## src/rtl/uart_tx_fifo_if.sv

```systemverilog
// Byte-side and line-side signals of the buffered UART transmitter.
// The master is the upstream byte source; the slave is the transmitter.
interface uart_tx_fifo_if #(
    parameter int SIZE = 4
);
    logic [7:0]  fifo_in;
    logic        fifo_write;
    logic        fifo_full;
    logic [SIZE:0] fifo_level;
    logic [15:0] clkdiv;
    logic        baudclk;
    logic        tx;
    logic        busy;

    modport master (
        output fifo_in, fifo_write, clkdiv,
        input  fifo_full, fifo_level, baudclk, tx, busy
    );

    modport slave (
        input  fifo_in, fifo_write, clkdiv,
        output fifo_full, fifo_level, baudclk, tx, busy
    );
endinterface

```

## src/rtl/uart_tx_fifo.sv

```systemverilog
// Buffered 8N1 UART transmitter: a 2^SIZE-byte FIFO feeding a start/data/stop
// serialiser whose bit period is latched from clkdiv at each frame start.
module uart_tx_fifo #(
    parameter int SIZE = 4
) (
    input  logic           clk,
    input  logic           rst_n,
    uart_tx_fifo_if.slave  bus
);
    localparam int DEPTH = 1 << SIZE;
    localparam logic [SIZE:0] PTR_ONE = {{SIZE{1'b0}}, 1'b1};

    typedef enum logic [1:0] {IDLE, START, DATA, STOP} state_t;

    logic [7:0]    mem [DEPTH];
    logic [SIZE:0] wptr, rptr, wptr_nxt, rptr_nxt;
    logic          empty, wr_en, pop, bit_end;
    logic [15:0]   div_new;

    state_t        state;
    logic [15:0]   div;
    logic [15:0]   cnt;
    logic [2:0]    bit_idx;
    logic [7:0]    shift;

    // A zero divider would stall the baud counter, so it behaves as one.
    function automatic logic [15:0] eff_div(input logic [15:0] cd);
        return (cd == 16'd0) ? 16'd1 : cd;
    endfunction

    // Pointer bookkeeping and the pop decision shared by FIFO and FSM.
    always_comb begin
        empty    = (wptr == rptr);
        wr_en    = bus.fifo_write && !bus.fifo_full;
        bit_end  = (cnt == div - 16'd1);
        pop      = !empty && ((state == IDLE) || ((state == STOP) && bit_end));
        wptr_nxt = wr_en ? wptr + PTR_ONE : wptr;
        rptr_nxt = pop   ? rptr + PTR_ONE : rptr;
        div_new  = eff_div(bus.clkdiv);
    end

    // Storage only; a full FIFO refuses the write so the pop slot is never hit.
    always_ff @(posedge clk) begin
        if (wr_en) begin
            mem[wptr[SIZE-1:0]] <= bus.fifo_in;
        end
    end

    // Pointers plus registered level and full flag derived from next pointers.
    always_ff @(posedge clk or negedge rst_n) begin
        if (!rst_n) begin
            wptr           <= '0;
            rptr           <= '0;
            bus.fifo_level <= '0;
            bus.fifo_full  <= 1'b0;
        end else begin
            wptr           <= wptr_nxt;
            rptr           <= rptr_nxt;
            bus.fifo_level <= wptr_nxt - rptr_nxt;
            bus.fifo_full  <= (wptr_nxt[SIZE-1:0] == rptr_nxt[SIZE-1:0]) &&
                              (wptr_nxt[SIZE] != rptr_nxt[SIZE]);
        end
    end

    // Shift register loads on pop and moves one bit at each data-bit boundary.
    always_ff @(posedge clk) begin
        if (pop) begin
            shift <= mem[rptr[SIZE-1:0]];
        end else if ((state == DATA) && bit_end) begin
            shift <= shift >> 1;
        end
    end

    // Frame sequencer; tx, busy and baudclk are registered for the next cycle.
    always_ff @(posedge clk or negedge rst_n) begin
        if (!rst_n) begin
            state       <= IDLE;
            div         <= 16'd1;
            cnt         <= '0;
            bit_idx     <= '0;
            bus.tx      <= 1'b1;
            bus.busy    <= 1'b0;
            bus.baudclk <= 1'b0;
        end else if (pop) begin
            state       <= START;
            div         <= div_new;
            cnt         <= '0;
            bus.tx      <= 1'b0;
            bus.busy    <= 1'b1;
            bus.baudclk <= (div_new == 16'd1);
        end else if (state == IDLE) begin
            bus.tx      <= 1'b1;
            bus.busy    <= 1'b0;
            bus.baudclk <= 1'b0;
        end else if (!bit_end) begin
            cnt         <= cnt + 16'd1;
            bus.baudclk <= (cnt + 16'd1 == div - 16'd1);
        end else begin
            cnt         <= '0;
            bus.baudclk <= (div == 16'd1);
            case (state)
                START: begin
                    state   <= DATA;
                    bit_idx <= '0;
                    bus.tx  <= shift[0];
                end
                DATA: begin
                    if (bit_idx == 3'd7) begin
                        state  <= STOP;
                        bus.tx <= 1'b1;
                    end else begin
                        bit_idx <= bit_idx + 3'd1;
                        bus.tx  <= shift[1];
                    end
                end
                default: begin
                    state       <= IDLE;
                    bus.tx      <= 1'b1;
                    bus.busy    <= 1'b0;
                    bus.baudclk <= 1'b0;
                end
            endcase
        end
    end
endmodule

```

## src/flat_wrapper.sv

```systemverilog
// flat-port wrapper written by rule: the top's interface ports become plain ports
module uart_tx_fifo_flat 
#(
    parameter int SIZE = 4
)
  (clk, rst_n, bus_fifo_in, bus_fifo_write, bus_clkdiv, bus_fifo_full, bus_fifo_level, bus_baudclk, bus_tx, bus_busy);
  uart_tx_fifo_if #(.SIZE(SIZE)) bus_i ();
  input  logic clk;
  input  logic rst_n;
  input wire logic [$bits(bus_i.fifo_in)-1:0] bus_fifo_in;
  input wire logic [$bits(bus_i.fifo_write)-1:0] bus_fifo_write;
  input wire logic [$bits(bus_i.clkdiv)-1:0] bus_clkdiv;
  output wire logic [$bits(bus_i.fifo_full)-1:0] bus_fifo_full;
  output wire logic [$bits(bus_i.fifo_level)-1:0] bus_fifo_level;
  output wire logic [$bits(bus_i.baudclk)-1:0] bus_baudclk;
  output wire logic [$bits(bus_i.tx)-1:0] bus_tx;
  output wire logic [$bits(bus_i.busy)-1:0] bus_busy;
  assign bus_i.fifo_in = bus_fifo_in;
  assign bus_i.fifo_write = bus_fifo_write;
  assign bus_i.clkdiv = bus_clkdiv;
  assign bus_fifo_full = bus_i.fifo_full;
  assign bus_fifo_level = bus_i.fifo_level;
  assign bus_baudclk = bus_i.baudclk;
  assign bus_tx = bus_i.tx;
  assign bus_busy = bus_i.busy;
  uart_tx_fifo #(.SIZE(SIZE)) u_core (.clk(clk), .rst_n(rst_n), .bus(bus_i));
endmodule
```

## config.mk

```make
export PLATFORM = sky130hd
export DESIGN_NAME = uart_tx_fifo_flat
export DESIGN_NICKNAME = d
export VERILOG_FILES = /design/src/rtl/uart_tx_fifo_if.sv /design/src/rtl/uart_tx_fifo.sv /design/src/flat_wrapper.sv
export SDC_FILE = /design/constraint.sdc
export NUM_CORES = 1
export LEC_CHECK = 0
export BUFFER_PORTS_ARGS = -buffer_cell sky130_fd_sc_hd__buf_4
export CAP_MARGIN = 20
export CORE_ASPECT_RATIO = 1.2
export CORE_MARGIN = 2
export CORE_UTILIZATION = 35
export DETAILED_ROUTE_END_ITERATION = 6
export SYNTH_ARGS = -nofsm -noshare
export SYNTH_HDL_FRONTEND = slang
export SYNTH_SLANG_ARGS = --single-unit
export TNS_END_PERCENT = 30
```

## constraint.sdc

```tcl
create_clock -name clk -period 5.7 [get_ports clk]
set_input_delay 1.14 -clock clk [delete_from_list [all_inputs] [get_ports clk]]
set_output_delay 1.14 -clock clk [all_outputs]
set_load 0.005 [all_outputs]
```

**Word-level counts from Yosys, hierarchy flattened**

Memories as Yosys holds them, arrays and structs flattened.
Index checks and enable logic that the tools add are counted.

- Add/sub/neg operators: 6
- $mul: 0
- Divide/modulo/power cells: 0
- $lt $le $gt $ge: 0
- Eq/ne operators: 15
- Shifts and indexed selects: 0
- Multiplexer cells: 30
- Bitwise gates (word level): 2
- Reduce and logical (&&, ||, !) cells: 18

Operators with widths:

| cell | number |
|---|---|
| 16-bit two-way mux | 4 |
| 16-bit by 1-bit equality test with 1-bit output (second input constant) | 2 |
| 16-bit equality test | 2 |
| 16-bit by 1-bit adder with 16-bit output (second input constant) | 1 |
| 16-bit logical NOT | 1 |
| 8-bit two-way mux | 2 |
| 16-bit by 1-bit subtractor with 16-bit output (second input constant) | 1 |
| 1-bit two-way mux | 14 |
| 5-bit by 1-bit adder with 5-bit output (second input constant) | 2 |
| 5-bit two-way mux | 2 |
| 2-bit two-way mux | 4 |
| 3-bit one-hot mux with 2 select lines | 1 |
| 2-bit nonzero test | 3 |
| 5-bit equality test | 1 |
| 1-bit logical AND | 5 |
| 5-bit AND reduction | 1 |
| 5-bit subtractor | 1 |
| 2-bit equality test (second input constant) | 2 |
| 4-bit equality test | 1 |
| 2-bit one-hot mux with 2 select lines | 1 |
| 3-bit by 1-bit adder with 3-bit output (second input constant) | 1 |
| 3-bit equality test (second input constant) | 1 |
| 3-bit two-way mux | 1 |
| 3-bit by 1-bit != test with 1-bit output (second input constant) | 1 |
| other kinds (14) | 16 |

- Register bits: 64
- Latch bits: 0
- RAM bits: 128
- ROM bits: 0
- Bits of input ports: 27
- Output and inout port bits: 9
- Word-level logic and storage cells: 84
- Memories: 1

Memories:

| memory | words | width | rd ports | clocked after memory_dff | wr ports | RTL line | source |
|---|---|---|---|---|---|---|---|
| u_core.mem | 16 | 8 | 1 | 0 | 1 | uart_tx_fifo.sv:15 | `logic [7:0] mem [DEPTH];` |

**Logic depth before layout (Yosys ltp)**

Gate-level depths: netlist of the first run.

- Depth after elaboration: 8
- Mapped depth: 17

**Least setup slack after synthesis of the first run**

OpenSTA, ideal clock, no wires.

- Path type: flip-flop to flip-flop
- Start point: register u_core.div[0]
- End point: register u_core.bus.fifo_level[4]
- Data arrival time: 4143 ps
- Data required time: 5621 ps
- Setup slack: 1478 ps
- Cell stages (with the launch flop): 18
- Buffers on the path: 2
- Cell sequence: dfstp_2 -> buf_2 -> inv_1 -> ha_1 -> clkbuf_1 -> nor4b_1 -> nand4_1 -> xnor2_1 -> or4_4 -> o41ai_4 -> nand2_1 -> nor2_1 -> xor2_1 -> inv_1 -> ha_1 -> nor2_1 -> a221oi_1 -> xor2_1

- Cells in the longest elaborated chain, start to end: 7

RTL lines:

| item | RTL line | source |
|---|---|---|
| from (decl) | uart_tx_fifo.sv:21 | `logic [15:0] div;` |
| from (signal assigned) | uart_tx_fifo.sv:86 | `div <= div_new;` |
| 16-bit by 1-bit subtractor with 16-bit output | uart_tx_fifo.sv:35 | `bit_end = (cnt == div - 16'd1);` |
| 16-bit equality test | uart_tx_fifo.sv:35 |  |
| 1-bit logical AND | uart_tx_fifo.sv:36 | `pop = !empty && ((state == IDLE) \|\| ((state == STOP) && bit_end));` |
| 1-bit logical OR | uart_tx_fifo.sv:36 |  |
| 1-bit logical AND | uart_tx_fifo.sv:36 |  |
| 5-bit two-way mux | uart_tx_fifo.sv:38 | `rptr_nxt = pop ? rptr + PTR_ONE : rptr;` |
| net u_core.rptr_nxt[3] | uart_tx_fifo.sv:16 | `logic [SIZE:0] wptr, rptr, wptr_nxt, rptr_nxt;` |
| 5-bit subtractor | uart_tx_fifo.sv:59 | `bus.fifo_level <= wptr_nxt - rptr_nxt;` |
| to (signal assigned) | uart_tx_fifo.sv:59 |  |
| to (decl) | uart_tx_fifo_if.sv:22 | `output fifo_full, fifo_level, baudclk, tx, busy` |

The timed path passes the listed nets, and every way through them passes these cells.
A chain may end at the register's enable or synchronous reset.

**Worst setup path in the final report of the first run**

- Start point: register u_core.div[1]
- End point: register u_core.bus.fifo_level[4]

The elaborated chain is that of the path after synthesis.

==> results of run 1 <==
cell families after synthesis:
logic type / count (synthesis)
buf+inv: 56
xor+xnor: 57
mux: 50
fa+ha+maj: 18
compound gates: 79
simple gates: 228
flops: 192
layout by cell type (no fill, tap or decap), drive strengths merged, types with 2 or more instances in the layout:
master,synthesis,routed
nand4,7,7
xor2,22,22
a221oi,2,2
nor4,12,12
nand2b,5,5
nor2,34,34
nand4b,2,2
o211ai,2,2
buf,6,46
dfrtp,54,54
clkbuf,26,17
and3,14,14
or4,5,5
mux4,40,40
a31o,3,3
or2,3,3
xnor2,34,34
nand3,16,16
o41ai,2,2
nor3b,3,3
mux2,9,9
nor4b,2,2
nor2b,3,3
clkinv,0,7
nand2,96,96
nor3,16,16
a31oi,4,4
inv,24,31
and2,4,4
edfxtp,136,136
dfstp,2,2
a21oi,8,8
a211oi,2,2
a2111oi,2,2
o31ai,7,7
ha,18,18
o21ai,36,36
flip-flops by register name, summed over array words and instances (netlist names):
register and count:
u_core.state 2, u_core.bus.tx 1, u_core.bus.fifo_level 5, u_core.div 16
u_core.wptr 5, u_core.bit_idx 3, u_core.bus.busy 1, u_core.cnt 16
u_core.bus.fifo_full 1, u_core.shift 8, u_core.rptr 5, u_core.mem 128
u_core.bus.baudclk 1
metrics by stage:
step | utilization (%) | instance area (sq um)
3_3_place_gp | 38.3 | 9780
3_5_place_dp | 38.3 | 9780
6_report | 40.7 | 10400
4_1_cts | 40.7 | 10400
2_1_floorplan | - | 9130
5_1_grt | 40.7 | 10400
critical path: stages (launching register included):
cell      delay (ps)
dfrtp_1          440
inv_1            110
ha_1             350
nor4b_1          640
nand4_1          200
xnor2_1          210
or4_4            530
o41ai_4          350
nand2_1          450
nor2_1           270
xor2_1           190
inv_1             60
ha_1             330
nor2_1            60
a221oi_1         270
xor2_1           160
final cells by class:
cell class                 count  area (sq um)
tap                          330           413
sequential                   192          5490
multi-input combinational    432          3440
inverter                      24          90.1
clock buffer                  17           425
fill                        2345         15100
clock inverter                15           200
timing repair buffer          46           345
how the worst max path moves through the flow:
stage / start / endpoint / cells past startpoint
final: u_core.div[1] / u_core.bus.fifo_level[4] / 15
after global routing: u_core.div[1] / u_core.bus.fifo_level[4] / 15
after CTS: u_core.div[1] / u_core.bus.fifo_level[4] / 15
after detailed placement: u_core.div[1] / u_core.bus.fifo_level[4] / 15
after global placement: u_core.div[1] / u_core.bus.fifo_level[4] / 15
after floorplan: u_core.div[0] / u_core.bus.fifo_level[4] / 17
metal layers:
metal / GRT usage (%) / part of all wire [%] / wire, um
met1: 19.2 / 44 / 8490
met2: 25.4 / 53 / 10100
met3: 2.50 / 2.5 / 471
met4: 4.00 / 0.77 / 147
met5: 0 / 0 / 0
power by group through the flow:
stage | registers [mW] | clock network [mW] | logic [mW]
final | 1.99 | 1.23 | 1.69
after global placement | 2.03 | 0 | 1.71
after floorplan | 1.87 | 0 | 1.38
after CTS | 2.00 | 1.26 | 1.73
after detailed placement | 2.02 | 0 | 1.72
after global routing | 2.03 | 1.31 | 1.88
==> results by group, run 1 <==
STA
  • Clock skew: 18.3 ps
  • Final hold vios: 0
  • RSZ-0062 raised after global routing: no
  • Setup TNS: 0 ps
  • Slew Viols, Final: 0
  • Final setup vio count: 0
  • Worst hold slack: 508 ps
  • Final worst slack: 1010 ps
  • Slew @ Worst Pin: 962 ps
  • Tmin final: 4690 ps
  • Crit share post-route: 82.3%
  • Slew margin rel.: 35.6%
  • FMAX: 213 MHz

Yosys
  • Compound-gate portion of the synthesized area: 5.96%
  • Syn Std Cell Area: 9130 sq um
  • Post-synth EDFFs: 136
  • Top cells by area, synth: edfxtp_1, dfrtp_1, mux4_2
  • Dominant synthesized flop cell: edfxtp_1
  • Synth cell count leaders: edfxtp_1, nand2_1, dfrtp_1, mux4_2, o21ai_0
  • Yosys warns: 0
  • Synth Area in XOR/XNOR: 5.62%
  • Sequential share of the synthesized area: 60.1%
  • Count of cell types in the netlist: 65
  • Yosys top cell by area: edfxtp_1
  • Async set-reset flop share out of synthesis: 29.2%
  • Top cell type's share of synthesized area: 44.7%
  • Post-synthesis mux area share: 11.1%
  • Simple-gate share of the synthesized area: 12.4%
  • Largest family of logic cells by synthesized area: simple AND/OR/NAND/NOR gates
  • Synthesized Nets: 725
  • Synthesized flop and latch total: 192
  • Cells after Synth: 680
  • Count leader, synth: edfxtp_1
  • Syn Area/Cell: 13.4 sq um
  • Synth Area in Adders: 2.47%

Floorplan
  • Initial Utilization: 35.7%
  • Core Region: 25500 sq um
  • Die H: 181 um
  • DIE WIDTH: 151 um
  • Die area: 27400 sq um
  • I/O pin count: 36
  • FP Rows: 64

Placed design
  • Placed Instances: 1024
  • Place WS: 942 ps
  • Port-buffer cells: 35
  • DP Wirelength: 13300 um
  • Routability cong.: 0.856

Pwr
  • Total Power: 4.92 mW
  • Seq pwr share: 40.6%
  • Combinational power share: 34.5%
  • Switching share of power: 36.2%
  • Net Sw Power: 1.78 mW
  • Pleak: 3.76 nW
  • Max VDD drop: 0.196 mV
  • PwrDens: 473 nW/um^2
  • Internal power: 3.14 mW
  • Clk pwr share: 25.0%

Clock network
  • Skew-Pair Late Insertion Delay: 440 ps
  • Number of gates resized after cts: 0
  • Max clock buf depth: 2
  • Post-CTS setup buffers: 0
  • CTS tree: built
  • Clk sinks: 192
  • CTS Hold Bufs: 0
  • Root buffer cell: clkbuf_16
  • H-tree levels: 4
  • CTS buffer count: 17
  • Reg clk slew, reported paths: 80 ps

GRT
  • All-layer global routing usage: 14.8%
  • Pin count of the biggest net entering global routing: 57
  • Initial antenna violation count: 0
  • Vias in the first global route: 5512
  • Congestion Overflow GR: 0
  • First-pass GRT wire length: 31000 um

Worst setup path
  • R2R depth: 15
  • Crit path capture type: flip-flop
  • Crit Reg-Reg Startpoint: u_core.div[1]
  • CP Data Arrival Time: 5060 ps
  • Reg2Reg Setup Slack: 1010 ps
  • CP required: 6070 ps
  • Crit-path max FO: 18
  • Critical path type: flip-flop to flip-flop
  • Startpoint Class: flip-flop
  • Reg2reg end: u_core.bus.fifo_level[4]

Min path
  • Hold crit path type: flip-flop to flip-flop
  • Worst Hold End: u_core.cnt[15]
  • Hold depth: 1
  • Hold path startpoint: u_core.cnt[15]

Run
  • Max_cap viols: 0

Routing
  • DRT Pass-1 Iters: 4
  • Post-route DRC: 0
  • Vias per cell: 5.12
  • Initial DRC Count: 290
  • Vias: 5410
  • Antenna Nets Post-Route: 0
  • WL final: 19200 um
  • WL/cell: 18.2 um

Final layout
  • Ant diodes: 0
  • P&R area growth vs syn: 13.9%
  • Ratio of cells with drive above 1 in the final layout: 20.5%
  • Nets@finish: 758
  • Final non-filler cell total: 1056

Status
  • Status: finished clean
Power figures use the tool's default switching activity.
==> inputs of run 2 (changes only) <==
Settings changed: ABC_AREA from default to 1.
Clock period 5.7 ns to 4.3 ns, I/O delays scaled along.
==> run 2 against run 1 <==
Clock power grew 31%. Combinational power shrank 50%. Clock skew is essentially flat. Largest power group unchanged. Critical path type unchanged. Hold slack lost 27 ps. Sequential share of layout area shrank 0.42 points. Total power shrank 2.7%. Die area grew 1.1%. Highest routed layer unchanged. Synthesized cell count grew 33%. Critical path depth grew 8.
==> results by group, run 2 <==
Clock network
  • H-tree levels: 4 (unchanged)
  • Number of gates resized after cts: 0 (unchanged)
  • CTS Hold Bufs: 0 (unchanged)
  • Post-CTS setup buffers: 0 (unchanged)
  • Root buffer cell: clkbuf_16 (unchanged)
  • Skew-Pair Late Insertion Delay: 440 ps (about the same)
  • Reg clk slew, reported paths: 80 ps (about the same)
  • Max clock buf depth: 2 (unchanged)
  • CTS tree: built (unchanged)
  • CTS buffer count: 17 (unchanged)
  • Clk sinks: 192 (unchanged)

STA
  • Crit share post-route: 82.6% (was 82.3%)
  • Setup TNS: 0 ps (unchanged)
  • Slew Viols, Final: 0 (unchanged)
  • Slew @ Worst Pin: 980 ps (was 962 ps)
  • FMAX: 281 MHz (was 213 MHz)
  • Final hold vios: 0 (unchanged)
  • RSZ-0062 raised after global routing: no (unchanged)
  • Tmin final: 3550 ps (was 4690 ps)
  • Slew margin rel.: 34.1% (was 35.6%)
  • Final setup vio count: 0 (unchanged)
  • Clock skew: 18.7 ps (was 18.3 ps)

GRT
  • Pin count of the biggest net entering global routing: 66 (was 57)
  • Met3 usage: 2.08% (was 2.50%)
  • Congestion Overflow GR: 0 (unchanged)
  • Initial antenna violation count: 0 (unchanged)
  • All-layer global routing usage: 16.1% (was 14.8%)
  • GRT busiest layer: met2 (unchanged)
  • GR Util met2: 28.1% (was 25.4%)
  • First-pass GRT wire length: 35100 um (was 31000 um)
  • Vias in the first global route: 6474 (was 5512)
  • Met1 usage: 20.4% (was 19.2%)

Routing
  • Post-route DRC: 0 (unchanged)
  • Vias per cell: 5.12 (about the same)
  • Antenna Nets Post-Route: 0 (unchanged)
  • Vias: 6609 (was 5410)
  • WL/cell: 17.0 um (was 18.2 um)
  • DRT Pass-1 Iters: 6 (was 4)
  • Initial DRC Count: 539 (was 290)
  • WL final: 21900 um (was 19200 um)

Worst setup path
  • CP Data Arrival Time: 3870 ps (was 5060 ps)
  • Crit path capture type: flip-flop (unchanged)
  • CP Cell Sequence: inv_1 > ha_1 > nand2_4 > nor2_8 > a21o_1 > nand2_1 > nand3_1 > nor2_1 > nand3_2 > nand2_4 > nand2_4 > buf_4 > xor2_1 > inv_1 > ha_1 > inv_1 > ha_1 > inv_1 > nand2_2 > nand3_2 > nand2_1 > nand2_1 > nand2_1 (was inv_1 > ha_1 > nor4b_1 > nand4_1 > xnor2_1 > or4_4 > o41ai_4 > nand2_1 > nor2_1 > xor2_1 > inv_1 > ha_1 > nor2_1 > a221oi_1 > xor2_1)
  • Critical path type: flip-flop to flip-flop (unchanged)
  • CP required: 4620 ps (was 6070 ps)
  • Buf/Inv on CP: 5 (was 2)
  • Startpoint Class: flip-flop (unchanged)
  • CP max stage delay: 570 ps (was 640 ps)
  • Crit-path max FO: 22 (was 18)
  • Critical path's top delay family: simple AND/OR/NAND/NOR gates (unchanged)
  • Crit-path slowest cell: dfstp_2 (was nor4b_1)

Run
  • Max_cap viols: 0 (unchanged)

Status
  • Status: finished clean (unchanged)

Final layout
  • Area of the multi-input gates: 3300 sq um (was 3440 sq um)
  • Commonest cells after routing, fill and taps aside: nand2_1, edfxtp_1, nor2_1 (was edfxtp_1, nand2_1, dfrtp_1)
  • Core Util, Final: 40.2% (was 40.7%)
  • Nets@finish: 987 (was 758)
  • Ratio of cells with drive above 1 in the final layout: 12.0% (was 20.5%)
  • Max reg flops: 128 (unchanged)
  • Sequential cell area: 5490 sq um (unchanged)
  • P&R area growth vs syn: 13.6% (was 13.9%)
  • Most common cell after layout, fill and taps aside: nand2_1 (was edfxtp_1)
  • Ant diodes: 0 (unchanged)
  • Filler Cell Count: 2518 (was 2345)

Floorplan
  • Initial Utilization: 35.4% (was 35.7%)
  • Core Region: 26100 sq um (was 25500 sq um)
  • Die H: 182 um (was 181 um)
  • I/O pin count: 36 (unchanged)
  • DIE WIDTH: 152 um (was 151 um)
  • Die area: 27700 sq um (was 27400 sq um)
  • FP Rows: 65 (was 64)

Pwr
  • PwrDens: 456 nW/um^2 (was 473 nW/um^2)
  • Max VDD drop: 0.290 mV (was 0.196 mV)
  • Pleak: 4.07 nW (was 3.76 nW)

Yosys
  • Top cells by area, synth: edfxtp_1, dfrtp_1, nand2_1 (was edfxtp_1, dfrtp_1, mux4_2)
  • Simple-gate share of the synthesized area: 18.1% (was 12.4%)
  • Post-synth EDFFs: 136 (unchanged)
  • Synthesized Nets: 952 (was 725)
  • Largest family of logic cells by synthesized area: simple AND/OR/NAND/NOR gates (unchanged)
  • Sequential share of the synthesized area: 59.4% (was 60.1%)
  • Synthesized flop and latch total: 192 (unchanged)
  • Count of cell types in the netlist: 44 (was 65)
  • Synth Area in Adders: 2.44% (was 2.47%)
  • Syn Std Cell Area: 9230 sq um (was 9130 sq um)
  • Yosys warns: 0 (unchanged)
  • Count leader, synth: nand2_1 (was edfxtp_1)
  • Dominant synthesized flop cell: edfxtp_1 (unchanged)
  • Compound-gate portion of the synthesized area: 10.7% (was 5.96%)
  • Post-synthesis mux area share: 0% (was 11.1%)
  • Synth Area in XOR/XNOR: 4.53% (was 5.62%)
  • Yosys top cell by area: edfxtp_1 (unchanged)
  • Cells after Synth: 907 (was 680)
  • Top cell type's share of synthesized area: 44.2% (was 44.7%)
  • Async set-reset flop share out of synthesis: 29.2% (unchanged)
  • Syn Area/Cell: 10.2 sq um (was 13.4 sq um)
  • Synth cell count leaders: nand2_1, edfxtp_1, nor2_1, o21ai_0, inv_1 (was edfxtp_1, nand2_1, dfrtp_1, mux4_2, o21ai_0)

Placed design
  • Routability cong.: 0.828 (was 0.856)
  • Port-buffer cells: 35 (unchanged)
  • DP Wirelength: 14800 um (was 13300 um)

Min path
  • Hold crit path type: input pin to asynchronous set/reset pin (was flip-flop to flip-flop)
## run 2: cell count changes in the layout (fill, tap and decap cells not counted), moves of 26 or more
cell and change:
mux4_2 -40, nor2_1 +92, o22ai_1 +35, inv_1 +50, nand3_1 +26, o21ai_0 +52
nand2_1 +50
## run 2: path summary, 6_finish.rpt
path / slack (ps) / cells after the start / start / to
min in group clk: 500 / 2 / u_core.bus.busy / u_core.bus.busy
max in group asynchronous: 3300 / 1 / rst_n / u_core.rptr[0]
worst min register to register: 500 / 2 / u_core.bus.busy / u_core.bus.busy
worst max-delay path: 750 / 23 / u_core.div[0] / u_core.bus.fifo_level[4]
worst max register to register: 750 / 23 / u_core.div[0] / u_core.bus.fifo_level[4]
worst min-delay path: 480 / 1 / rst_n / u_core.div[2]
## run 2: worst reg2reg max path: cells and delay by family, from the launching register on
family / cells / cell delay (ps)
AO/OA/AOI/OAI: 1 / 160
XOR/XNOR: 1 / 160
adder cells (fa/ha/maj): 3 / 600
buffers and inverters: 5 / 580
flip-flops: 1 / 570
AND/OR/NAND/NOR: 13 / 1400
## run 2: stage by stage
stage	hold slack [ps]	setup WS [ps]	cells	total power [mW]	cell area (sq um)
floorplan	457	1270	907	2.90	9230
global placement	477	864	1258	3.21	9880
CTS	506	721	1290	4.82	10500
detailed placement	487	773	1258	3.22	9880
global route	538	411	1290	5.01	10500
finish	481	747	1290	4.78	10500
## run 2: final cells by class
type | count | share of cell area [%]
Timing Repair Buffer | 47 | 3.36
Clock inverter | 14 | 1.73
Sequential cell | 192 | 52.3
Tap cell | 335 | 4.00
Clock buffer | 18 | 4.09
Multi-Input combinational cell | 600 | 31.5
Inverter | 84 | 3.01
## run 2: cell families after synthesis
kind of cell,count (synthesis)
XOR/XNOR,46
AO/OA/AOI/OAI,166
buffers and inverters,115
adder cells (fa/ha/maj),18
flip-flops,192
AND/OR/NAND/NOR,370
## run 2: power breakdown
group / switching [mW] / total (mW) / internal, mW
Clock: 0.814 / 1.61 / 0.795
Sequential: 0.125 / 2.33 / 2.20
Combinational: 0.554 / 0.851 / 0.297
Total: 1.49 / 4.78 / 3.29
## run 2: layer usage
layer,share of wire (%),up-vias,wire [um]
met3,3.8,36,827
met5,0,-,0
met4,2.5,0,552
met1,43,3191,9520
li1,-,3224,-
met2,50,158,11000
==> inputs of run 3 (changes only) <==
Settings changed: ABC_AREA 1 to 0.
Clock period 4.3 ns to 3.52 ns, I/O delays scaled along.
==> run 3 against run 2 <==
The run now ends with setup timing left. Routed wire length fell by 8.9%. Non-clock buffer count increased by 63. Die area is 1.1% lower. Clock skew up 1.1 ps. Global-route usage is 0.84 points lower. Final area up 5.8%. Cell count is 13% lower. Critical path depth shrank 8. Register-to-register slack got worse by 880 ps. Critical endpoint unchanged.
==> results by group, run 3 (synthesized netlist as in run 1, its figures left out) <==
Worst setup path
  • CP max stage delay: 560 ps (was 570 ps)
  • Critical path's top delay family: simple AND/OR/NAND/NOR gates (unchanged)
  • Startpoint Class: flip-flop (unchanged)
  • Cell mode on critical path: xor2_1
  • CP Cell Sequence: inv_4 > ha_4 > xor2_1 > nand3_1 > or4_1 > or4_4 > o41ai_4 > nand2_2 > nor2_2 > xor2_1 > inv_1 > ha_4 > nor2_1 > a221oi_2 > xor2_1 (was inv_1 > ha_1 > nand2_4 > nor2_8 > a21o_1 > nand2_1 > nand3_1 > nor2_1 > nand3_2 > nand2_4 > nand2_4 > buf_4 > xor2_1 > inv_1 > ha_1 > inv_1 > ha_1 > inv_1 > nand2_2 > nand3_2 > nand2_1 > nand2_1 > nand2_1)
  • Buf/Inv on CP: 2 (was 5)
  • Reg2Reg Setup Slack: -130 ps (was 750 ps)
  • Critical path type: flip-flop to flip-flop (unchanged)
  • CP required: 3880 ps (was 4620 ps)
  • CP Data Arrival Time: 4010 ps (was 3870 ps)
  • Crit-path max FO: 3 (was 22)
  • Crit path capture type: flip-flop (unchanged)
  • Crit-path slowest cell: dfstp_2 (unchanged)

Status
  • Failing checks: setup timing
  • Status: complete, but fails checks (was finished clean)

Clock network
  • Clk sinks: 192 (unchanged)
  • Reg clk slew, reported paths: 80 ps (about the same)
  • H-tree levels: 4 (unchanged)
  • CTS tree: built (unchanged)
  • CTS Hold Bufs: 0 (unchanged)
  • Root buffer cell: clkbuf_16 (unchanged)
  • Max clock buf depth: 2 (unchanged)
  • Skew-Pair Late Insertion Delay: 450 ps (was 440 ps)
  • CTS buffer count: 17 (unchanged)

Run
  • Max_cap viols: 0 (unchanged)

STA
  • Crit share post-route: 104% (was 82.6%)
  • Tmin final: 3650 ps (was 3550 ps)
  • Slew Viols, Final: 0 (unchanged)
  • Final hold vios: 0 (unchanged)
  • Worst hold slack: 328 ps (was 481 ps)
  • Slew @ Worst Pin: 876 ps (was 980 ps)
  • FMAX: 274 MHz (was 281 MHz)
  • Final setup vio count: 3 (was 0)
  • RSZ-0062 raised after global routing: yes (was no)
  • Clock skew: 19.8 ps (was 18.7 ps)
  • Final worst slack: -130 ps (was 747 ps)
  • Slew margin rel.: 41.4% (was 34.1%)

Final layout
  • Ratio of cells with drive above 1 in the final layout: 29.7% (was 12.0%)
  • Most common cell after layout, fill and taps aside: edfxtp_1 (was nand2_1)
  • Max reg flops: 128 (unchanged)
  • Ant diodes: 0 (unchanged)
  • Post-route cell area: 11100 sq um (was 10500 sq um)
  • Commonest cells after routing, fill and taps aside: edfxtp_1, buf_4, nand2_1 (was nand2_1, edfxtp_1, nor2_1)
  • Nets@finish: 822 (was 987)
  • P&R area growth vs syn: 21.5% (was 13.6%)

GRT
  • GRT busiest layer: met2 (unchanged)
  • First-pass GRT wire length: 32100 um (was 35100 um)
  • Pin count of the biggest net entering global routing: 57 (was 66)
  • All-layer global routing usage: 15.3% (was 16.1%)
  • Initial antenna violation count: 0 (unchanged)
  • Met3 usage: 2.47% (was 2.08%)
  • Congestion Overflow GR: 0 (unchanged)
  • GR Util met2: 26.2% (was 28.1%)
  • Vias in the first global route: 5908 (was 6474)
  • Met1 usage: 19.4% (was 20.4%)

Floorplan
  • Initial Utilization: 35.7% (was 35.4%)
  • FP Rows: 64 (was 65)
  • I/O pin count: 36 (unchanged)
  • DIE WIDTH: 151 um (was 152 um)
  • Die H: 181 um (was 182 um)
  • Die area: 27400 sq um (was 27700 sq um)
  • Core Region: 25500 sq um (was 26100 sq um)

Min path
  • Hold crit path type: input pin to asynchronous set/reset pin (unchanged)

Pwr
  • Pleak: 4.13 nW (was 4.07 nW)
  • Seq pwr share: 35.6% (was 48.6%)
  • Switching share of power: 36.0% (was 31.2%)
  • Combinational power share: 40.8% (was 17.8%)
  • Total Power: 8.76 mW (was 4.78 mW)
  • Max VDD drop: 0.318 mV (was 0.290 mV)
  • Net Sw Power: 3.15 mW (was 1.49 mW)
  • Internal power: 5.61 mW (was 3.29 mW)
  • Clk pwr share: 23.6% (was 33.6%)
  • PwrDens: 790 nW/um^2 (was 456 nW/um^2)

Routing
  • WL/cell: 17.9 um (was 17.0 um)
  • Initial DRC Count: 369 (was 539)
  • Post-route DRC: 0 (unchanged)
  • Vias: 5746 (was 6609)
  • Vias per cell: 5.13 (was 5.12)
  • WL final: 20000 um (was 21900 um)
  • Antenna Nets Post-Route: 0 (unchanged)
  • DRT Pass-1 Iters: 4 (was 6)

Placed design
  • DP Wirelength: 14100 um (was 14800 um)
  • Routability cong.: 0.821 (was 0.828)
  • Port-buffer cells: 35 (unchanged)
  • Area after DPL: 10300 sq um (was 9880 sq um)
-- run 3: cell types whose count changed in the layout (fill, tap and decap cells not counted), moves of 11 or more --
cell,change
buf_4,+59
o221ai_1,-11
xor2_1,-12
nor2_1,-95
inv_1,-51
nand3_1,-26
o21ai_0,-53
nand2_1,-51
and3_1,+14
o22ai_1,-35
xnor2_1,+21
mux4_2,+40
-- run 3: timing repair --
action / 4_1_cts / 5_1_grt
buffers inserted: 1 / 1
gates resized for setup: 4 / 14
pin swaps: 6 / 3
endpoints found under the setup margin: 11 / 18
-- run 3: power groups by stage --
| stage | logic, mW | clock network (mW) | registers [mW] |
|---|---|---|---|
| global placement | 3.41 | 0 | 3.15 |
| CTS | 3.50 | 2.13 | 3.11 |
| floorplan | 2.33 | 0 | 3.03 |
| finish | 3.57 | 2.07 | 3.12 |
| detailed placement | 3.44 | 0 | 3.16 |
| global route | 3.93 | 2.21 | 3.17 |
-- run 3: final cells by class --
class / instances / area (sq um)
fillers: 2301 / 14500
flip-flops and latches: 192 / 5490
multi-input cells: 432 / 3580
repair buffers: 110 / 858
clock buffers: 17 / 425
well taps: 330 / 413
clock inverters: 15 / 228
inverters: 24 / 92.6
-- run 3: final timing paths --
| kind | startpoint | end | cells past startpoint |
|---|---|---|---|
| setup / recovery | u_core.div[0] | u_core.bus.fifo_level[4] | 15 |
| hold / removal | rst_n | u_core.div[8] | 1 |
| setup reg to reg | u_core.div[0] | u_core.bus.fifo_level[4] | 15 |
| hold reg to reg | u_core.bus.busy | u_core.bus.busy | 2 |
| max in group asynchronous | rst_n | u_core.rptr[0] | 1 |
| min in group clk | bus_clkdiv[15] | u_core.div[15] | 3 |
-- run 3: metal layers --
metal  up-vias  share of wire [%]
met5         -                  0
met4         0                2.0
met3        28                2.9
met2        97                 52
met1      2887                 43
li1       2734                  -
-- run 3: metrics by stage --
stage	setup TNS [ps]	setup WS (ps)	util (%)	std cells
floorplan	-450	-195	-	680
global placement	-324	-179	40.5	1087
detailed placement	-483	-221	40.5	1087
CTS	-703	-242	43.1	1120
global route	-2320	-357	43.4	1120
finish	-324	-130	43.4	1120
